File: src/rtl/shift_sequencer.sv
// shift_sequencer: Moore sequencer that loads a seed then runs tick-paced shift steps; SHIFT_SEQ_LOOP_EN makes steps==0 run until stop
module shift_sequencer #(
  parameter int TICK_DIV = 4,
  parameter int STEP_W = 4
) (
  input  logic              clk,
  input  logic              clear,
  input  logic              start,
  input  logic              stop,
  input  logic              pause,
  input  logic              dir,
  input  logic [STEP_W-1:0] steps,
  output logic              mux_sel,
  output logic              reg_load,
  output logic [1:0]        shift_func,
  output logic              busy,
  output logic              done,
  output logic [STEP_W-1:0] remaining
);
  localparam int PW = $clog2(TICK_DIV);
  localparam logic [PW-1:0] TOP = PW'(TICK_DIV - 1);
  typedef enum logic [2:0] {IDLE, LOAD, WAIT, SHIFT, DONE} state_t;
  state_t state_q, state_d;
  logic [STEP_W-1:0] rem_q, rem_d;
  logic [PW-1:0] presc_q, presc_d;
  logic dir_q, dir_d, loop_q, loop_d;
  always_comb begin
    state_d = state_q;
    rem_d = rem_q;
    presc_d = presc_q;
    dir_d = dir_q;
    loop_d = loop_q;
    if (stop) state_d = IDLE;
    else case (state_q)
      IDLE: if (start) begin
        state_d = LOAD;
        dir_d = dir;
        rem_d = steps;
`ifdef SHIFT_SEQ_LOOP_EN
        loop_d = steps == '0;
`else
        loop_d = 1'b0;
`endif
      end
      LOAD: begin
        state_d = (rem_q == '0 && !loop_q) ? DONE : WAIT;
        presc_d = '0;
      end
      WAIT: if (!pause) begin
        state_d = presc_q == TOP ? SHIFT : WAIT;
        presc_d = presc_q == TOP ? '0 : presc_q + 1'b1;
      end
      SHIFT: begin
        state_d = (loop_q || rem_q != STEP_W'(1)) ? WAIT : DONE;
        rem_d = rem_q == '0 ? rem_q : rem_q - 1'b1;
      end
      DONE: state_d = IDLE;
      default: state_d = IDLE;
    endcase
  end
  always_ff @(posedge clk or posedge clear) begin
    if (clear) begin
      state_q <= IDLE;
      rem_q <= '0;
      presc_q <= '0;
      dir_q <= 1'b0;
      loop_q <= 1'b0;
    end else begin
      state_q <= state_d;
      rem_q <= rem_d;
      presc_q <= presc_d;
      dir_q <= dir_d;
      loop_q <= loop_d;
    end
  end
  assign mux_sel = state_q == WAIT || state_q == SHIFT;
  assign reg_load = state_q == LOAD || state_q == SHIFT;
  assign shift_func = state_q == SHIFT ? (dir_q ? 2'd2 : 2'd1) : 2'd0;
  assign busy = state_q != IDLE;
  assign done = state_q == DONE;
  assign remaining = rem_q;
endmodule

File: config.mk
export PLATFORM = sky130hd
export DESIGN_NAME = shift_sequencer
export DESIGN_NICKNAME = d
export VERILOG_FILES = /design/src/rtl/shift_sequencer.sv
export SDC_FILE = /design/constraint.sdc
export NUM_CORES = 1
export LEC_CHECK = 0
export CAP_MARGIN = 5
export CORE_MARGIN = 2
export CORE_UTILIZATION = 30
export CTS_BUF_LIST = sky130_fd_sc_hd__clkbuf_8
export CTS_CLUSTER_DIAMETER = 100
export DETAILED_ROUTE_END_ITERATION = 8
export GPL_ROUTABILITY_DRIVEN = 0
export GPL_TIMING_DRIVEN = 0
export PLACE_DENSITY = 0.56
export SYNTH_ARGS = -nofsm -noshare
export SYNTH_HDL_FRONTEND = slang
export SYNTH_SLANG_ARGS = --single-unit
File: constraint.sdc
create_clock -name clk -period 4.7 [get_ports clk]
set_input_delay 0.94 -clock clk [delete_from_list [all_inputs] [get_ports clk]]
set_output_delay 0.94 -clock clk [all_outputs]
set_load 0.02 [all_outputs]
==> flow_summary.json <==
{
  "status": "complete, no violations",
  "crit_arrival_ns": 1.93,
  "layout-drive-gt1-share_pct": 14.3,
  "die_area_mm2": 0.00287,
  "vias": 646,
  "totalWireLength_um": 1680,
  "r2r_cells": 6,
  "worst_pin_slew_ns": 0.401,
  "placed_area_um2": 962,
  "overflow": 0,
  "yosysWarningCount": 0,
  "final_util_pct": 44.1,
  "cp_max_fo": 10,
  "syn_area_per_cell_um2": 9.70,
  "hold_class": "flop to flop",
  "final_cell_mix": "clkdlybuf4s50_1 (19), nor2_1 (10), dfrtp_1 (10)",
  "max_slew_margin_pct": 73.2,
  "cts_root_buf": "clkbuf_8",
  "p_total_mw": 0.553,
  "post_cts_buffers": 0,
  "synth_edf_count": 0,
  "r2r_slack_ns": 2.95,
  "start_util_pct": 32.4,
  "worst-setup-path-type": "flop to output port",
  "rsz0062_at_grt": "no",
  "synth-main-ff-cell": "dfrtp_1",
  "cts.htree.levels": 1,
  "nFillCells": 237,
  "fin_crit_ns": 2.87,
  "cp-end-kind": "output port",
  "ant_nets": 0,
  "power_density_mw_per_mm2": 551,
  "syn_inst": 76,
  "grt_max_degree": 11,
  "path_clk_slew_ns": 0.05,
  "dp.cells": 123,
  "rr_startpoint": "remaining[0]",
  "mappedNetlistNets": 90,
  "worstHoldStart": "presc_q[1]",
  "wl_per_cell_um": 13.4,
  "cp-endpoint": "shift_func[1]",
  "final_common_cell": "clkdlybuf4s50_1",
  "fp-row-count": 17,
  "reg2reg_to": "remaining[1]",
  "pre_cts_ws_ns": 2.09,
  "synth_seq_cells": 10,
  "nets": 114,
  "place_hpwl_um": 1220,
  "diodes": 0,
  "async_flop_share_pct": 100,
  "max_cap_violations": 0,
  "fin_ws_ns": 1.83,
  "areaGrowthSynthToFinish_pct": 36.2,
  "ys_seq_area_share_pct": 34.0,
  "grt_use_total_pct": 14.4,
  "clock-sinks": 10,
  "hold_buffers": 0,
  "grt_pass1_vias": 596,
  "drt_first_pass_iters": 4,
  "cellLeakagePower_nw": 0.426,
  "whs_ns": 0.529,
  "synth_cell_types": 37,
  "finalClockSkew_ns": 0.00615,
  "netlist_area_um2": 737,
  "worstSetupStartpoint": "state_q[1]",
  "period_share_pct": 61.1,
  "io-pin-count": 20,
  "ir_worst_vdd_mv": 0.280,
  "grt_first_pass_wirelength_um": 2830,
  "antenna_found_initial": 0,
  "clock.fmax_mhz": 348,
  "clock_tree.buffer_depth": 2,
  "drc_errors": 0,
  "tns_ns": 0,
  "setup_viol": 0,
  "post_cts_resized": 0,
  "via_per_inst": 5.13,
  "numPortBuffers": 19,
  "start_kind": "flop",
  "clk_latency_ns": 0.24,
  "critPathRequiredTime_ns": 3.76,
  "finalHoldViolCount": 0,
  "fin_area_mm2": 0.00100,
  "die_w_um": 53.6,
  "cts_tree": "built",
  "coreArea_mm2": 0.00228,
  "fin_cells": 126,
  "cts_made_buffers": 3,
  "die_y_um": 53.6,
  "drtIter0Drc": 8,
  "slew_violations": 0
}
## critical path: stages, from the launching register on
cell             delay [ns]
dfrtp_1                0.43
buf_6                  0.18
and3b_1                0.32
and2_1                 0.17
clkdlybuf4s50_1        0.60
## kinds of logic (layout without fill, tap and decap cells)
group	Yosys count	after routing	share of synthesized area (%)
adder cells (fa/ha/maj)	4	4	6.79
AND/OR/NAND/NOR	29	29	24.4
buffers and inverters	8	30	6.62
multiplexers	1	1	2.04
AO/OA/AOI/OAI	24	24	26.1
flip-flops	10	10	34.0
## flip-flops by register name, summed over array words and instances (netlist names)
name / flops
remaining: 4
state_q: 3
presc_q: 2
dir_q: 1
## synthesized netlist by cell type (2+ instances only)
cell type   n  area [µm²]
nor2_1     10        37.5
nor4_1      2        12.5
inv_1       5        18.8
nor2b_1     3        18.8
nand2_1     3        11.3
a21o_1      2        15.0
o2bb2ai_1   2        17.5
a21oi_1     3        15.0
dfrtp_1    10         250
ha_1        4        50.1
o21ai_1     4        20.0
buf_6       2        22.5
and2_1      2        12.5
## worst min-delay path by stage
stage	end	slack, ns	depth (start not counted)
after floorplan	presc_q[1]	0.48	1
after global placement	presc_q[1]	0.51	1
after detailed placement	presc_q[1]	0.52	1
after CTS	presc_q[1]	0.53	1
after global routing	remaining[1]	0.56	1
final	presc_q[1]	0.53	1
## area by class of cell
cell class	instances	area, µm²	area share, %
Inverter	5	18.8	1.87
Clock buffer	3	41.3	4.11
Sequential cell	10	250	24.9
Buffer	3	30.0	2.99
Timing Repair Buffer	19	190	19.0
Multi-Input combinational cell	58	438	43.6
Tap cell	28	35.0	3.49
## report_power, final
part / switching [mW] / internal [mW] / leakage (nW)
clock: 0.0347 / 0.0562 / 0.0216
combinational: 0.152 / 0.148 / 0.276
sequential: 0.0427 / 0.119 / 0.129
total: 0.229 / 0.323 / 0.426
## layer usage
layer	vias to the layer above	track usage [%]	share of wire, %
met1	304	19.8	53
li1	323	-	-
met2	15	20.6	42
met4	0	8.97	1.8
met3	4	2.78	3.3
met5	-	0	0
Power figures use the tool's default switching activity.
